$ cat src/rtl/ddr_eng_pkg.sv
// Shared definitions for the DDR AXI burst engine: FSM state encoding,
// command opcodes, AXI field constants and the 4 KB boundary check.
package ddr_eng_pkg;

  typedef enum logic [2:0] {
    S_IDLE,
    S_CHECK,
    S_ADDR,
    S_WDATA,
    S_WRESP,
    S_RDATA,
    S_DONE
  } state_t;

  localparam logic [1:0] OP_WRITE   = 2'b00;
  localparam logic [1:0] OP_READ    = 2'b01;
  localparam logic [1:0] OP_VERIFY  = 2'b10;
  localparam logic [1:0] OP_ILLEGAL = 2'b11;

  localparam logic ATYPE_RD = 1'b0;
  localparam logic ATYPE_WR = 1'b1;

  localparam logic [1:0] BURST_INCR  = 2'b01;
  localparam logic [1:0] LOCK_NORMAL = 2'b00;

  localparam int unsigned BOUNDARY_4K = 4096;

  // True when a burst of (len+1) beats of 'bytes' bytes starting at page
  // offset 'offs' would run past the end of its 4 KB page.
  function automatic logic crosses_4k(input logic [11:0] offs,
                                      input logic [7:0]  len,
                                      input int unsigned bytes);
    logic [23:0] w_end;
    w_end = 24'(offs) + (24'(len) + 24'd1) * 24'(bytes);
    return (w_end > 24'(BOUNDARY_4K));
  endfunction

endpackage

$ cat src/rtl/ddr_beat_cmp.sv
// Verify-mode comparator with a saturating mismatch counter.
// Ports:
//   i_clk, i_rst_n   clock and synchronous active-low reset
//   i_clr            clears the counter (a verify command was accepted)
//   i_beat           a read beat is being consumed this cycle
//   i_act, i_exp     data read from DDR and the expected data
//   o_err_cnt        mismatch count, sticks at all ones
module ddr_beat_cmp #(
  parameter int DATA_W = 256,
  parameter int ERR_W  = 16
) (
  input  logic              i_clk,
  input  logic              i_rst_n,
  input  logic              i_clr,
  input  logic              i_beat,
  input  logic [DATA_W-1:0] i_act,
  input  logic [DATA_W-1:0] i_exp,
  output logic [ERR_W-1:0]  o_err_cnt
);

  logic [ERR_W-1:0] r_err_cnt;
  logic             w_mismatch;

  function automatic logic [ERR_W-1:0] sat_inc(input logic [ERR_W-1:0] v);
    return (&v) ? v : v + ERR_W'(1);
  endfunction

  assign w_mismatch = (i_act != i_exp);

  always_ff @(posedge i_clk) begin
    if (!i_rst_n) begin
      r_err_cnt <= '0;
    end else if (i_clr) begin
      r_err_cnt <= '0;
    end else if (i_beat && w_mismatch) begin
      r_err_cnt <= sat_inc(r_err_cnt);
    end
  end

  assign o_err_cnt = r_err_cnt;

endmodule

$ cat src/rtl/ddr_burst_engine.sv
// AXI4 burst engine on the DDR controller's shared-address port 0.
// Turns one write/read/verify command into a single INCR burst.
// Ports:
//   axi_clk, rst_n              clock, synchronous active-low reset
//   cmd_*                       command handshake (op, byte addr, beats-1)
//   wr_*                        write stream; expected data in verify mode
//   rd_*                        read stream
//   busy/done/cmd_err           status; done and cmd_err are 1-cycle pulses
//   resp_err                    sticky bad-RRESP / RLAST-mismatch flag
//   err_cnt                     saturating verify mismatch count
//   DdrCtrl_A*_0                shared read/write address channel (ATYPE)
//   DdrCtrl_W*_0, R*_0, B*_0    write data, read data, write response
module ddr_burst_engine
  import ddr_eng_pkg::*;
#(
  parameter int         DATA_W  = 256,
  parameter int         ADDR_W  = 32,
  parameter int         MAX_LEN = 255,
  parameter logic [7:0] AXI_ID  = 8'h00,
  parameter int         ERR_W   = 16
) (
  input  logic                axi_clk,
  input  logic                rst_n,
  input  logic                cmd_valid,
  output logic                cmd_ready,
  input  logic [1:0]          cmd_op,
  input  logic [ADDR_W-1:0]   cmd_addr,
  input  logic [7:0]          cmd_len,
  input  logic [DATA_W-1:0]   wr_data,
  input  logic                wr_valid,
  output logic                wr_ready,
  output logic [DATA_W-1:0]   rd_data,
  output logic                rd_valid,
  input  logic                rd_ready,
  output logic                busy,
  output logic                done,
  output logic                cmd_err,
  output logic                resp_err,
  output logic [ERR_W-1:0]    err_cnt,
  output logic [7:0]          DdrCtrl_AID_0,
  output logic [ADDR_W-1:0]   DdrCtrl_AADDR_0,
  output logic [7:0]          DdrCtrl_ALEN_0,
  output logic [2:0]          DdrCtrl_ASIZE_0,
  output logic [1:0]          DdrCtrl_ABURST_0,
  output logic [1:0]          DdrCtrl_ALOCK_0,
  output logic                DdrCtrl_AVALID_0,
  output logic                DdrCtrl_ATYPE_0,
  input  logic                DdrCtrl_AREADY_0,
  output logic [7:0]          DdrCtrl_WID_0,
  output logic [DATA_W-1:0]   DdrCtrl_WDATA_0,
  output logic [DATA_W/8-1:0] DdrCtrl_WSTRB_0,
  output logic                DdrCtrl_WLAST_0,
  output logic                DdrCtrl_WVALID_0,
  input  logic                DdrCtrl_WREADY_0,
  input  logic [7:0]          DdrCtrl_RID_0,
  input  logic [DATA_W-1:0]   DdrCtrl_RDATA_0,
  input  logic                DdrCtrl_RLAST_0,
  input  logic                DdrCtrl_RVALID_0,
  input  logic [1:0]          DdrCtrl_RRESP_0,
  output logic                DdrCtrl_RREADY_0,
  input  logic [7:0]          DdrCtrl_BID_0,
  input  logic                DdrCtrl_BVALID_0,
  output logic                DdrCtrl_BREADY_0
);

  localparam int BYTES = DATA_W / 8;
  localparam int LSB   = $clog2(BYTES);

  state_t            r_state, w_state_nxt;
  logic [1:0]        r_op;
  logic [ADDR_W-1:0] r_addr;
  logic [7:0]        r_len;
  logic [7:0]        r_beat;
  logic              r_resp_err;

  logic w_cmd_ready;
  logic w_accept;
  logic w_illegal;
  logic w_last_beat;
  logic w_in_addr;
  logic w_in_wdata;
  logic w_verify;
  logic w_wbeat;
  logic w_rbeat;
  logic w_unused_ok;

  // IDs are fixed; low address bits below the beat size are dropped.
  assign w_unused_ok = ^{DdrCtrl_RID_0, DdrCtrl_BID_0, cmd_addr[LSB-1:0]};

  assign w_accept    = (r_state == S_IDLE) && cmd_valid && rst_n;
  assign w_last_beat = (r_beat == r_len);
  assign w_in_addr   = (r_state == S_ADDR);
  assign w_in_wdata  = (r_state == S_WDATA);
  assign w_verify    = (r_op == OP_VERIFY);
  assign w_illegal   = (r_op == OP_ILLEGAL) || (32'(r_len) > MAX_LEN) ||
                       crosses_4k(r_addr[11:0], r_len, BYTES);
  assign w_wbeat     = w_in_wdata && wr_valid && DdrCtrl_WREADY_0;
  assign w_rbeat     = (r_state == S_RDATA) && DdrCtrl_RVALID_0 && DdrCtrl_RREADY_0;

  // state register
  always_ff @(posedge axi_clk) begin
    if (!rst_n) begin
      r_state <= S_IDLE;
    end else begin
      r_state <= w_state_nxt;
    end
  end

  // next state and handshake outputs
  always_comb begin
    w_state_nxt      = r_state;
    w_cmd_ready      = 1'b0;
    DdrCtrl_AVALID_0 = 1'b0;
    DdrCtrl_WVALID_0 = 1'b0;
    DdrCtrl_BREADY_0 = 1'b0;
    DdrCtrl_RREADY_0 = 1'b0;
    wr_ready         = 1'b0;
    rd_valid         = 1'b0;
    done             = 1'b0;
    cmd_err          = 1'b0;
    case (r_state)
      S_IDLE: begin
        w_cmd_ready = 1'b1;
        if (cmd_valid) w_state_nxt = S_CHECK;
      end
      S_CHECK: begin
        if (w_illegal) begin
          cmd_err     = 1'b1;
          done        = 1'b1;
          w_state_nxt = S_IDLE;
        end else begin
          w_state_nxt = S_ADDR;
        end
      end
      S_ADDR: begin
        DdrCtrl_AVALID_0 = 1'b1;
        if (DdrCtrl_AREADY_0) w_state_nxt = (r_op == OP_WRITE) ? S_WDATA : S_RDATA;
      end
      S_WDATA: begin
        DdrCtrl_WVALID_0 = wr_valid;
        wr_ready         = DdrCtrl_WREADY_0;
        if (wr_valid && DdrCtrl_WREADY_0 && w_last_beat) w_state_nxt = S_WRESP;
      end
      S_WRESP: begin
        DdrCtrl_BREADY_0 = 1'b1;
        if (DdrCtrl_BVALID_0) w_state_nxt = S_DONE;
      end
      S_RDATA: begin
        // In verify mode the expected stream paces the read channel and
        // the two streams handshake together.
        if (w_verify) begin
          DdrCtrl_RREADY_0 = wr_valid;
          wr_ready         = DdrCtrl_RVALID_0;
        end else begin
          DdrCtrl_RREADY_0 = rd_ready;
          rd_valid         = DdrCtrl_RVALID_0;
        end
        // The internal beat count ends the burst, not RLAST.
        if (DdrCtrl_RVALID_0 && DdrCtrl_RREADY_0 && w_last_beat) w_state_nxt = S_DONE;
      end
      S_DONE: begin
        done        = 1'b1;
        w_state_nxt = S_IDLE;
      end
      default: w_state_nxt = S_IDLE;
    endcase
  end

  // command control and beat counting
  always_ff @(posedge axi_clk) begin
    if (!rst_n) begin
      r_op       <= OP_WRITE;
      r_beat     <= '0;
      r_resp_err <= 1'b0;
    end else begin
      if (w_accept) begin
        r_op   <= cmd_op;
        r_beat <= '0;
      end else if (w_wbeat || w_rbeat) begin
        r_beat <= r_beat + 8'd1;
      end
      if (w_rbeat && ((DdrCtrl_RRESP_0 != 2'b00) || (DdrCtrl_RLAST_0 != w_last_beat)))
        r_resp_err <= 1'b1;
    end
  end

  // command payload; only observed while the FSM is past IDLE
  always_ff @(posedge axi_clk) begin
    if (w_accept) begin
      r_addr <= {cmd_addr[ADDR_W-1:LSB], {LSB{1'b0}}};
      r_len  <= cmd_len;
    end
  end

  ddr_beat_cmp #(
    .DATA_W (DATA_W),
    .ERR_W  (ERR_W)
  ) u_cmp (
    .i_clk     (axi_clk),
    .i_rst_n   (rst_n),
    .i_clr     (w_accept && (cmd_op == OP_VERIFY)),
    .i_beat    (w_rbeat && w_verify),
    .i_act     (DdrCtrl_RDATA_0),
    .i_exp     (wr_data),
    .o_err_cnt (err_cnt)
  );

  // Address fields read zero outside the address phase so every output
  // is quiet in IDLE.
  assign cmd_ready        = w_cmd_ready && rst_n;
  assign busy             = (r_state != S_IDLE);
  assign resp_err         = r_resp_err;
  assign DdrCtrl_AID_0    = AXI_ID;
  assign DdrCtrl_WID_0    = AXI_ID;
  assign DdrCtrl_AADDR_0  = w_in_addr ? r_addr : '0;
  assign DdrCtrl_ALEN_0   = w_in_addr ? r_len : 8'd0;
  assign DdrCtrl_ASIZE_0  = w_in_addr ? 3'(LSB) : 3'd0;
  assign DdrCtrl_ABURST_0 = w_in_addr ? BURST_INCR : 2'b00;
  assign DdrCtrl_ALOCK_0  = LOCK_NORMAL;
  assign DdrCtrl_ATYPE_0  = w_in_addr && (r_op == OP_WRITE) ? ATYPE_WR : ATYPE_RD;
  assign DdrCtrl_WDATA_0  = w_in_wdata ? wr_data : '0;
  assign DdrCtrl_WSTRB_0  = w_in_wdata ? '1 : '0;
  assign DdrCtrl_WLAST_0  = w_in_wdata && w_last_beat;
  assign rd_data          = ((r_state == S_RDATA) && !w_verify) ? DdrCtrl_RDATA_0 : '0;

endmodule

$ cat config.mk
export PLATFORM = sky130hd
export DESIGN_NAME = ddr_burst_engine
export DESIGN_NICKNAME = d
export VERILOG_FILES = /design/src/rtl/ddr_eng_pkg.sv /design/src/rtl/ddr_beat_cmp.sv /design/src/rtl/ddr_burst_engine.sv
export SDC_FILE = /design/constraint.sdc
export NUM_CORES = 1
export LEC_CHECK = 0
export BUFFER_PORTS_ARGS = -buffer_cell sky130_fd_sc_hd__buf_2
export CAP_MARGIN = 30
export CORE_AREA = 2 2 470 472
export CTS_CLUSTER_DIAMETER = 60
export DETAILED_ROUTE_END_ITERATION = 6
export DIE_AREA = 0 0 472 474
export HOLD_SLACK_MARGIN = 0.05
export SYNTH_ARGS = -nofsm -noshare
export SYNTH_HDL_FRONTEND = slang
export SYNTH_HIERARCHICAL = 1
export SYNTH_SLANG_ARGS = --single-unit
$ cat constraint.sdc
create_clock -name axi_clk -period 4.9 [get_ports axi_clk]
set_clock_uncertainty 0.15 [all_clocks]
set_input_delay 0.245 -clock axi_clk [delete_from_list [all_inputs] [get_ports axi_clk]]
set_output_delay 0.245 -clock axi_clk [all_outputs]
set_load 0.02 [all_outputs]
==> summary.txt, run 1 <==
Global routing
  – Gr usage total: 19.8%
  – Largest net degree at the start of global routing: 182
  – Vias in the first global route: 15,400
  – GRT overflow: 0
  – Initial antenna violation count: 327
  – First-pass GRT wire length: 264 mm

Die
  – Die width: 472 um
  – Initial Util: 4.77%
  – Die area: 0.224 mm2
  – Row count: 172
  – Core Area: 0.219 mm2
  – Num ports: 1,218
  – Die height: 474 um

Cells and area
  – Reg area: 0.00165 mm2
  – Final net count: 3,071
  – Layout cell share with drive strength beyond 1: 49.8%
  – Layout Cells excl Fill: 5,432
  – Commonest non-fill, non-tap cell in the layout: buf_2
  – Syn-to-layout area delta: 94.1%
  – Filler cells: 25,800
  – Multi-input combinational cell area: 0.00802 mm2
  – Commonest cells after routing, fill and taps aside: 1,175 x buf_2, 292 x and2_1, 268 x xor2_1

Detailed routing
  – Post-route DRC: 0
  – DR vias: 16,900
  – Post-route ant nets: 0
  – Initial DRC Count: 964
  – Wire length per cell: 42.7 um
  – Detailed Route WL: 232 mm
  – Pre-antenna DRT Iters: 7
  – Post-DR vias/cell: 3.11

Pwr
  – Register share of total power: 23.7%
  – Int Pwr: 1.41 mW
  – Clock share of power: 23.0%
  – Sw Pwr: 1.30 mW
  – Peak supply drop: 0.000292 V
  – PD cells: 134 mW/mm2
  – Sw frac: 47.9%
  – Combinational Power Share: 53.3%
  – Leakage: 10.9 nW

Yosys
  – Yosys warning count: 6
  – Cells after synthesis: 1,366
  – Top_reg_cell synth: edfxtp_1
  – Sequential fraction of the synthesis area: 15.8%
  – Asr flop ratio synth: 0%
  – Synthesized cell area: 0.0104 mm2
  – Unique cell type count in the Yosys netlist: 67
  – Seq cells post-synth: 65
  – EDFF count, synth: 35
  – Mean post-synth cell area: 7.64 um2

CTS
  – Clk buf depth: 2
  – Post-CTS resize count: 0
  – CTS root buffer: clkbuf_16
  – Worst-Skew Late Latency: 370 ps
  – Num Clock Sinks: 65
  – CTS HTree Levels: 3
  – Post-CTS Setup Inserts: 0
  – Clock Pin Slew Worst Setup and Hold Paths: 70 ps
  – CTS Buf Count: 9
  – CTS tree: yes

Timing
  – Total Negative Setup Slacks: 0 ps
  – Tcrit/Tclk final: 85.4%
  – Worst hold slack: 105 ps
  – Max Slew Vio Count: 0
  – Final Hold Fails: 0
  – Count of final setup violators: 0
  – Worst slew margin: 15.2%
  – RSZ-0062 raised after global routing: no
  – Maximum clock frequency: 239 MHz
  – Worst Tran Pin Value: 1270 ps
  – Post-route minimum period: 4190 ps

Setup path
  – Critical Path Start: r_len[0]
  – Capture point of the worst path: done
  – Reg2reg setup slack: 1350 ps
  – CP Class: reg -> out
  – Worst R2R End: u_cmp/o_err_cnt[2]
  – Critical path peak fanout: 7
  – Worst R2R Start: r_state[0]
  – Worst Reg-to-Reg Cells: 8
  – Critical Path RT: 4510 ps
  – Type of origin of the critical path: flip-flop
  – Worst Setup End Kind: output port
  – Worst EP arrival: 3790 ps

Placed design
  – Port bufs: 1,171
  – GPL Wtd Cong: 0.988
  – Post-DP HPWL: 216 mm
  – Dpl cells: 5,298

Worst hold path
  – Hold Path Origin: cmd_valid
  – Hold Path Class: in -> reg

Status
  – Outcome: complete, no violations

Run
  – Max cap viols: 0
## final cells by class
| cell class | count | share of cell area [%] |
|---|---|---|
| tap | 2871 | 17.7 |
| inverter | 9 | 0.204 |
| antenna | 81 | 1.00 |
| timing repair buffer | 1233 | 32.0 |
| multi-input combinational | 1157 | 39.6 |
| sequential | 65 | 8.16 |
| clock buffer | 9 | 1.11 |
| clock inverter | 7 | 0.229 |
## metrics by stage
step                      power (mW)  worst slack [ps]  utilization [%]  instance area (um2)
final                           2.71               713             9.26                20200
after CTS                       2.77               835             9.17                20000
after global placement          2.07               445             8.85                19300
after global routing            2.83               608             9.21                20100
after floorplan                 1.23              1870                -                10500
after detailed placement        2.10              1240             8.87                19400
## cell usage after synthesis (all sizes together), types with 2 or more instances
| cell | instances | area [um2] |
|---|---|---|
| a21o | 2 | 15.0 |
| nor4 | 71 | 457 |
| a31o | 3 | 26.3 |
| a21oi | 14 | 70.1 |
| a21boi | 2 | 15.0 |
| nand3 | 15 | 80.1 |
| and3 | 267 | 1680 |
| o31ai | 6 | 45.0 |
| o21a | 4 | 30.0 |
| nand2 | 29 | 111 |
| nand2b | 7 | 43.8 |
| xor2 | 268 | 2350 |
| a211oi | 2 | 15.0 |
| nor3b | 2 | 20.0 |
| nand4 | 27 | 169 |
| mux2i | 7 | 70.1 |
| nor2 | 24 | 90.1 |
| a221oi | 2 | 30.0 |
| inv | 8 | 30.0 |
| o211ai | 2 | 15.0 |
| edfxtp | 35 | 1050 |
| or4 | 8 | 60.1 |
| dfxtp | 30 | 601 |
| o21bai | 2 | 15.0 |
| o21ai | 12 | 60.1 |
| or3 | 5 | 32.5 |
| o311ai | 2 | 17.5 |
| buf | 68 | 515 |
| and2 | 292 | 1830 |
| nor2b | 3 | 18.8 |
| clkbuf | 91 | 342 |
| nor3 | 8 | 45.0 |
| xnor2 | 11 | 96.3 |
| o41ai | 2 | 17.5 |
| nand4b | 3 | 26.3 |
| ha | 13 | 163 |
## flip-flops by register name, indices dropped and copies added, names as in the netlist
name / cells
u_cmp/o_err_cnt: 16
r_op: 2
r_beat: 8
r_addr: 27
resp_err: 1
r_state: 3
r_len: 8
## power groups by stage
stage	Combinational, mW	Sequential [mW]	Clock [mW]
6_report	1.45	0.644	0.625
5_1_grt	1.53	0.647	0.656
4_1_cts	1.47	0.644	0.655
3_5_place_dp	1.44	0.656	0
3_3_place_gp	1.42	0.656	0
2_1_floorplan	0.595	0.630	0
## worst min path at each step
| stage | cells after the start | slack (ps) | to |
|---|---|---|---|
| floorplan | 0 | 190 | r_addr[10] |
| global placement | 1 | 270 | r_len[5] |
| detailed placement | 1 | 270 | r_addr[9] |
| CTS | 3 | 80 | r_op[0] |
| global route | 3 | 110 | r_op[0] |
| finish | 3 | 100 | r_op[0] |
## worst max-delay path, cell delays in order (launching register included)
cell and delay (ps):
edfxtp_1 520, ha_1 290, xor2_1 230, ha_1 310
a211oi_1 490, o21bai_1 160, a221oi_2 250, nand4b_1 150
a221oi_2 610, o21ai_0 220, buf_2 200
## logic make-up after synthesis
group           share of synthesized area, %
other cells                           0.0359
compound gates                          4.69
flops                                   15.8
xor+xnor                                23.4
fa+ha+maj                               1.75
mux                                    0.780
buf+inv                                 8.54
simple gates                            45.0
## metal layers
layer  vias to the layer above  track usage (%)  wire, um  part of all wire (%)
met2                      1514             34.7    111000                    48
met1                      7594             18.2     74400                    32
met5                         -             1.08      1550                  0.67
met4                       178             4.96      8040                   3.5
li1                       6941                -         -                     -
met3                       693             14.4     36800                    16
## what timing repair did
action / in CTS / in global routing
endpoints found under the setup margin: 0 / 0
hold buffers: 37 / 0
hold endpoints to repair: 37 / 0
Note: power is estimated with default switching activity, not from simulation.
==> run 2: changes to the inputs <==
--- a/config.mk
+++ b/config.mk
@@ -7,11 +7,12 @@
 export LEC_CHECK = 0
 export BUFFER_PORTS_ARGS = -buffer_cell sky130_fd_sc_hd__buf_2
 export CAP_MARGIN = 30
-export CORE_AREA = 2 2 470 472
+export CORE_AREA = 2 2 475 477
 export CTS_CLUSTER_DIAMETER = 60
 export DETAILED_ROUTE_END_ITERATION = 6
-export DIE_AREA = 0 0 472 474
+export DIE_AREA = 0 0 477 479
 export HOLD_SLACK_MARGIN = 0.05
+export SLEW_MARGIN = 25
 export SYNTH_ARGS = -nofsm -noshare
 export SYNTH_HDL_FRONTEND = slang
 export SYNTH_HIERARCHICAL = 1
==> constraint.sdc (replaced) <==
create_clock -name axi_clk -period 4.8 [get_ports axi_clk]
set_clock_uncertainty 0.15 [all_clocks]
set_input_delay 0.24 -clock axi_clk [delete_from_list [all_inputs] [get_ports axi_clk]]
set_output_delay 0.24 -clock axi_clk [all_outputs]
set_load 0.02 [all_outputs]
==> run 2 against run 1 <==
Register-to-register slack gained 210 ps. Clock-buffer cell count grew 1. Non-clock buffer count grew 18. Die area grew 2.1%. Combinational power grew 5%. Power grew 6.7%. Sequential cell count is the same. Worst hold slack lost 14 ps.
==> summary.txt, run 2 (synthesized netlist as in run 1, its figures left out) <==
Status
  – Outcome: complete, no violations (unchanged)

Pwr
  – Peak supply drop: 0.000294 V (was 0.000292 V)
  – Leakage: 11.0 nW (was 10.9 nW)
  – PD cells: 141 mW/mm2 (was 134 mW/mm2)

Timing
  – Tcrit/Tclk final: 81.9%
  – Post-route minimum period: 3930 ps
  – RSZ-0062 raised after global routing: no (unchanged)
  – Worst slew margin: 25.9% (was 15.2%)
  – Total Negative Setup Slacks: 0 ps (unchanged)
  – Max Slew Vio Count: 0 (unchanged)
  – Count of final setup violators: 0 (unchanged)
  – Worst Tran Pin Value: 1100 ps (was 1270 ps)
  – Final Hold Fails: 0 (unchanged)
  – Maximum clock frequency: 254 MHz

Setup path
  – Worst Setup End Kind: output port (unchanged)
  – Worst R2R Start: r_len[0] (was r_state[0])
  – Worst Reg-to-Reg Cells: 10 (was 8)
  – CP Class: reg -> out (unchanged)
  – Worst EP arrival: 3540 ps (was 3790 ps)
  – Slowest-stage cell, CP: edfxtp_1 (was a221oi_2)
  – Critical path peak fanout: 7 (unchanged)
  – Reg2reg setup slack: 1560 ps (was 1350 ps)
  – Type of origin of the critical path: flip-flop (unchanged)
  – Worst R2R End: r_state[1] (was u_cmp/o_err_cnt[2])
  – Worst path max stage delay: 560 ps (was 610 ps)
  – Critical Path RT: 4410 ps (was 4510 ps)
  – CP cell instances: ha_1 > xor2_1 > ha_1 > a211oi_1 > o21bai_1 > a221oi_2 > nand4b_1 > a221oi_2 > buf_4 > o21ai_0 > buf_2 (was ha_1 > xor2_1 > ha_1 > a211oi_1 > o21bai_1 > a221oi_2 > nand4b_1 > a221oi_2 > o21ai_0 > buf_2)

Placed design
  – GPL Wtd Cong: 0.944 (was 0.988)
  – Post-DP HPWL: 213 mm (was 216 mm)
  – Port bufs: 1,171 (unchanged)

Cells and area
  – Commonest non-fill, non-tap cell in the layout: buf_2 (unchanged)
  – Final net count: 3,089 (was 3,071)
  – Reg area: 0.00165 mm2 (unchanged)
  – Layout cell share with drive strength beyond 1: 50.3% (was 49.8%)
  – Most flops, register: r_addr (unchanged)
  – Multi-input combinational cell area: 0.00804 mm2 (was 0.00802 mm2)
  – Filler cells: 26,400 (was 25,800)
  – Commonest cells after routing, fill and taps aside: 1,173 x buf_2, 292 x and2_1, 268 x xor2_1 (was 1,175 x buf_2, 292 x and2_1, 268 x xor2_1)
  – Layout Utilization: 9.22% (was 9.26%)
  – Number of flip-flops in the largest register: 27 (unchanged)
  – Syn-to-layout area delta: 97.6% (was 94.1%)

CTS
  – Num Clock Sinks: 65 (unchanged)
  – Worst-Skew Late Latency: 370 ps (about the same)
  – Clk buf depth: 2 (unchanged)
  – Post-CTS resize count: 0 (unchanged)
  – CTS Buf Count: 9 (unchanged)
  – CTS root buffer: clkbuf_16 (unchanged)
  – Clock Pin Slew Worst Setup and Hold Paths: 70 ps (about the same)
  – CTS tree: yes (unchanged)
  – CTS HTree Levels: 3 (unchanged)

Detailed routing
  – Post-route ant nets: 0 (unchanged)
  – Wire length per cell: 40.7 um (was 42.7 um)
  – Initial DRC Count: 1,011 (was 964)
  – Detailed Route WL: 227 mm (was 232 mm)
  – Post-DR vias/cell: 3.01 (was 3.11)
  – DR vias: 16,800 (was 16,900)
  – Post-route DRC: 0 (unchanged)
  – Pre-antenna DRT Iters: 5 (was 7)

Global routing
  – Gr usage total: 19.0% (was 19.8%)
  – First-pass GRT wire length: 260 mm (was 264 mm)
  – Largest net degree at the start of global routing: 140 (was 182)
  – GRT overflow: 0 (unchanged)
  – Initial antenna violation count: 290 (was 327)
  – Vias in the first global route: 15,500 (was 15,400)

Die
  – Die area: 0.228 mm2 (was 0.224 mm2)
  – Die height: 479 um (was 474 um)
  – Initial Util: 4.67% (was 4.77%)
  – Core Area: 0.224 mm2 (was 0.219 mm2)
  – Num ports: 1,218 (unchanged)
  – Die width: 477 um (was 472 um)
  – Row count: 174 (was 172)

Worst hold path
  – Hold depth: 2 (was 3)
  – Hold EP: resp_err (was r_op[0])
  – Hold Path Class: in -> reg (unchanged)
  – Hold Path Origin: rst_n (was cmd_valid)

Run
  – Max cap viols: 0 (unchanged)
[run 2: changes by cell type in the layout (fill, tap and decap cells not counted), moves of 2 or more]
cell	before	now
bufinv_16	0	2
nor4_2	5	8
clkinv_2	2	0
buf_4	16	35
diode_2	81	76
nor4_1	66	63
buf_2	1175	1173
[run 2: worst max-delay path by stage]
stage,start,endpoint,slack (ps)
detailed placement,wr_data[218],u_cmp/o_err_cnt[15],1040
finish,r_len[0],done,870
CTS,r_len[0],done,820
global placement,wr_data[218],u_cmp/o_err_cnt[0],1020
floorplan,r_len[0],done,1780
global route,r_len[0],done,620
[run 2: per-stage QoR]
step / std cells / power, mW / setup WS (ps) / hold slack (ps) / area, um2
floorplan: 1390 / 1.25 / 1780 / 189 / 10500
global placement: 5432 / 2.17 / 1020 / 266 / 19700
detailed placement: 5435 / 2.19 / 1040 / 268 / 19700
CTS: 5488 / 2.96 / 817 / 83.9 / 20400
global route: 5534 / 3.04 / 619 / 97.6 / 20500
finish: 5566 / 2.90 / 868 / 90.7 / 20600
[run 2: power breakdown]
| group | total, mW | internal [mW] | switching [mW] |
|---|---|---|---|
| Combinational | 1.52 | 0.491 | 1.02 |
| Clock | 0.734 | 0.456 | 0.278 |
| Sequential | 0.648 | 0.618 | 0.0292 |
| Total | 2.90 | 1.57 | 1.33 |
[run 2: worst max-delay path, delay by kind of cell, from the launching register on]
family,cells,cell delay (ps)
xor gates and xnor gates,1,170
adders and majority gates,2,660
and+or+nand+nor,1,160
DFF,1,560
buffers and inverters,2,380
AOI/OAI and AO/OA,5,1210
[run 2: layout make-up]
type,instances,area share (%)
Tap cell,2992,18.2
Timing Repair Buffer,1251,32.2
Sequential cell,65,8.01
Inverter,9,0.200
Antenna cell,76,0.922
Clock buffer,10,1.11
Multi-Input combinational cell,1157,39.0
Clock inverter,6,0.449
[run 2: timing repair]
| action | in CTS | in global routing |
|---|---|---|
| hold endpoints to repair | 37 | 0 |
| buffers inserted | 0 | 0 |
| hold buffers | 37 | 0 |
[run 2: routing by layer]
metal	share of wire, %	vias up	GRT usage, %
met4	2.9	146	3.36
met2	48	1403	33.4
met1	35	7680	19.1
met5	0.51	-	0.746
li1	-	6979	-
met3	14	566	11.7
==> run 3: changes to the inputs <==
--- a/config.mk
+++ b/config.mk
@@ -7,10 +7,10 @@
 export LEC_CHECK = 0
 export BUFFER_PORTS_ARGS = -buffer_cell sky130_fd_sc_hd__buf_2
 export CAP_MARGIN = 30
-export CORE_AREA = 2 2 475 477
+export CORE_AREA = 2 2 476 478
 export CTS_CLUSTER_DIAMETER = 60
 export DETAILED_ROUTE_END_ITERATION = 6
-export DIE_AREA = 0 0 477 479
+export DIE_AREA = 0 0 478 480
 export HOLD_SLACK_MARGIN = 0.05
 export SLEW_MARGIN = 25
 export SYNTH_ARGS = -nofsm -noshare
==> constraint.sdc (replaced) <==
create_clock -name axi_clk -period 3.21 [get_ports axi_clk]
set_clock_uncertainty 0.15 [all_clocks]
set_input_delay 0.1605 -clock axi_clk [delete_from_list [all_inputs] [get_ports axi_clk]]
set_output_delay 0.1605 -clock axi_clk [all_outputs]
set_load 0.02 [all_outputs]
==> run 3 against run 2 <==
The flow now finishes with violations (negative setup slack). Die area is 0.42% higher. Clock power grew 53%. Global-route usage rose by 0.30 points. Routed wire length grew 2.1%. Largest power group unchanged. Sequential cell count did not move. Setup slack worse by 1100 ps.
==> summary.txt, run 3 (synthesized netlist as in run 1, its figures left out) <==
Status
  – Outcome: complete, but fails checks (was complete, no violations)
  – Failing checks: negative setup slack

Timing
  – Tcrit/Tclk final: 108%
  – Max Slew Vio Count: 0 (unchanged)
  – Count of final setup violators: 2 (was 0)
  – Setup ws final: -245 ps (was 868 ps)
  – Worst Tran Pin Value: 967 ps (was 1100 ps)
  – Post-route minimum period: 3460 ps
  – Worst slew margin: 35.0% (was 25.9%)
  – Final Hold Fails: 0 (unchanged)
  – Maximum clock frequency: 289 MHz
  – RSZ-0062 raised after global routing: yes (was no)

Run
  – Max cap viols: 0 (unchanged)

Detailed routing
  – DR vias: 16,800 (about the same)
  – Post-route ant nets: 0 (unchanged)
  – Pre-antenna DRT Iters: 5 (unchanged)
  – Met3 wire length: 36.5 mm (was 31.3 mm)
  – Post-DR vias/cell: 3.01 (about the same)
  – Wire length per cell: 41.3 um (was 40.7 um)
  – Top Metal Used: met5 (unchanged)
  – Met2 Wirelength: 107 mm (was 109 mm)
  – WL met1: 79.3 mm (was 78.6 mm)
  – Initial DRC Count: 1,046 (was 1,011)
  – Post-route DRC: 0 (unchanged)
  – Detailed Route WL: 231 mm (was 227 mm)

Setup path
  – CP cell instances: nand3_2 > xnor2_1 > ha_1 > or3_1 > a221oi_2 > nand4b_1 > a221oi_2 > buf_4 > o21ai_4 > buf_6 (was ha_1 > xor2_1 > ha_1 > a211oi_1 > o21bai_1 > a221oi_2 > nand4b_1 > a221oi_2 > buf_4 > o21ai_0 > buf_2)
  – CP Class: reg -> out (unchanged)
  – Worst R2R End: r_state[1] (unchanged)
  – Slowest-stage cell, CP: edfxtp_1 (unchanged)
  – Critical path peak fanout: 7 (unchanged)
  – Worst Setup End Kind: output port (unchanged)
  – Type of origin of the critical path: flip-flop (unchanged)
  – Reg2reg setup slack: 270 ps (was 1560 ps)
  – Worst EP arrival: 3140 ps (was 3540 ps)
  – Worst R2R Start: r_len[2] (was r_len[0])
  – Critical Path Start: r_len[2] (was r_len[0])
  – Worst Reg-to-Reg Cells: 9 (was 10)
  – Critical Path RT: 2900 ps (was 4410 ps)
  – Most numerous cell on the critical path: a221oi_2
  – Worst path max stage delay: 580 ps (was 560 ps)

CTS
  – CTS tree: yes (unchanged)
  – Clk buf depth: 2 (unchanged)
  – Worst-Skew Late Latency: 370 ps (about the same)
  – CTS root buffer: clkbuf_16 (unchanged)
  – CTS HTree Levels: 3 (unchanged)
  – CTS Buf Count: 9 (unchanged)
  – Clock Pin Slew Worst Setup and Hold Paths: 70 ps (about the same)
  – Num Clock Sinks: 65 (unchanged)

Global routing
  – Largest net degree at the start of global routing: 128 (was 140)
  – Gr usage total: 19.3% (was 19.0%)
  – Vias in the first global route: 15,600 (was 15,500)
  – Initial antenna violation count: 282 (was 290)
  – GRT overflow: 0 (unchanged)
  – First-pass GRT wire length: 264 mm (was 260 mm)

Pwr
  – Int Pwr: 2.42 mW (was 1.57 mW)
  – Sw Pwr: 2.04 mW (was 1.33 mW)
  – Sw frac: 45.7% (was 46.0%)
  – Register share of total power: 21.5% (was 22.3%)
  – PD cells: 211 mW/mm2 (was 141 mW/mm2)
  – Peak supply drop: 0.000417 V (was 0.000294 V)
  – Clock share of power: 25.2% (was 25.3%)
  – Combinational Power Share: 53.3% (was 52.3%)
  – Leakage: 11.2 nW (was 11.0 nW)

Cells and area
  – Syn-to-layout area delta: 103% (was 97.6%)
  – Layout Utilization: 9.44% (was 9.22%)
  – Layout Cells excl Fill: 5,600 (was 5,566)
  – Commonest non-fill, non-tap cell in the layout: buf_2 (unchanged)
  – Layout cell share with drive strength beyond 1: 51.8% (was 50.3%)
  – Fin area: 0.0211 mm2 (was 0.0206 mm2)
  – Most flops, register: r_addr (unchanged)
  – Final net count: 3,131 (was 3,089)
  – Number of flip-flops in the largest register: 27 (unchanged)
  – Commonest cells after routing, fill and taps aside: 1,168 x buf_2, 292 x and2_1, 267 x xor2_1 (was 1,173 x buf_2, 292 x and2_1, 268 x xor2_1)

Worst hold path
  – Hold Path Origin: cmd_valid (was rst_n)
  – Hold Path Class: in -> reg (unchanged)
  – Hold EP: r_op[1] (was resp_err)
  – Hold depth: 4 (was 2)

Die
  – Core Area: 0.224 mm2 (about the same)
  – Die area: 0.229 mm2 (was 0.228 mm2)
  – Die width: 478 um (was 477 um)
  – Initial Util: 4.66% (was 4.67%)
  – Row count: 174 (unchanged)
  – Die height: 480 um (was 479 um)
  – Num ports: 1,218 (unchanged)

Placed design
  – Dpl cell area: 0.0201 mm2 (was 0.0197 mm2)
  – GPL Wtd Cong: 0.940 (was 0.944)
  – Post-DP HPWL: 217 mm (was 213 mm)
  – Port bufs: 1,171 (unchanged)
  – Pre-CTS setup slack: -477 ps (was 1040 ps)
  – Dpl cells: 5,470 (was 5,435)
run 3: cell count changes in the layout (fill, tap and decap cells not counted), sizes merged:
cell,previous run,this run
buf,1214,1254
clkbuf,10,9
clkinvlp,2,0
diode,76,68
dlygate4sd3,37,39
inv,9,12
run 3: worst max-delay path by stage:
stage / endpoint / slack, ps
floorplan: u_cmp/o_err_cnt[2] / 250
global placement: u_cmp/o_err_cnt[11] / -1090
detailed placement: u_cmp/o_err_cnt[11] / -480
CTS: cmd_err / -270
global route: done / -410
finish: done / -250
run 3: worst max-delay path, delay by kind of cell (launching register included):
family                   cells  cell delay [ps]
AND/OR/NAND/NOR              3              710
buffers and inverters        2              350
adder cells (fa/ha/maj)      1              370
XOR/XNOR                     1              160
AO/OA/AOI/OAI                3              610
flip-flops                   1              580
run 3: area by class of cell:
| cell class | instances | area, um2 |
|---|---|---|
| clock buffers | 9 | 225 |
| clock inverters | 7 | 101 |
| well taps | 2992 | 3740 |
| repair buffers | 1293 | 7040 |
| inverters | 9 | 41.3 |
| diodes | 68 | 170 |
| flip-flops and latches | 65 | 1650 |
| multi-input cells | 1157 | 8170 |
| fillers | 26500 | 203000 |
run 3: power by group through the flow:
stage	Combinational (mW)	Clock (mW)	Sequential (mW)
after CTS	2.41	1.16	0.959
after global routing	2.52	1.17	0.964
after floorplan	0.909	0	0.962
final	2.38	1.12	0.959
after global placement	2.32	0	0.974
after detailed placement	2.33	0	0.974
run 3: per-stage QoR:
step | TNS [ps] | hold WS (ps) | power, mW
after global placement | -12760 | 186 | 3.30
after global routing | -807 | 149 | 4.65
after floorplan | 0 | 109 | 1.87
final | -485 | 131 | 4.46
after CTS | -541 | 112 | 4.53
after detailed placement | -4130 | 189 | 3.31
run 3: per-layer routing:
layer	track usage (%)	vias up
met5	0	-
met2	33.0	1418
met4	3.51	160
met3	13.4	571
met1	19.3	7651
li1	-	7042
run 3: what timing repair did:
item | CTS | global route
setup buffers | 4 | 3
setup endpoints to repair | 7 | 3
hold buffers | 39 | 0
gates resized for setup | 14 | 12
pin swaps | 9 | 8
hold endpoints to repair | 40 | 0
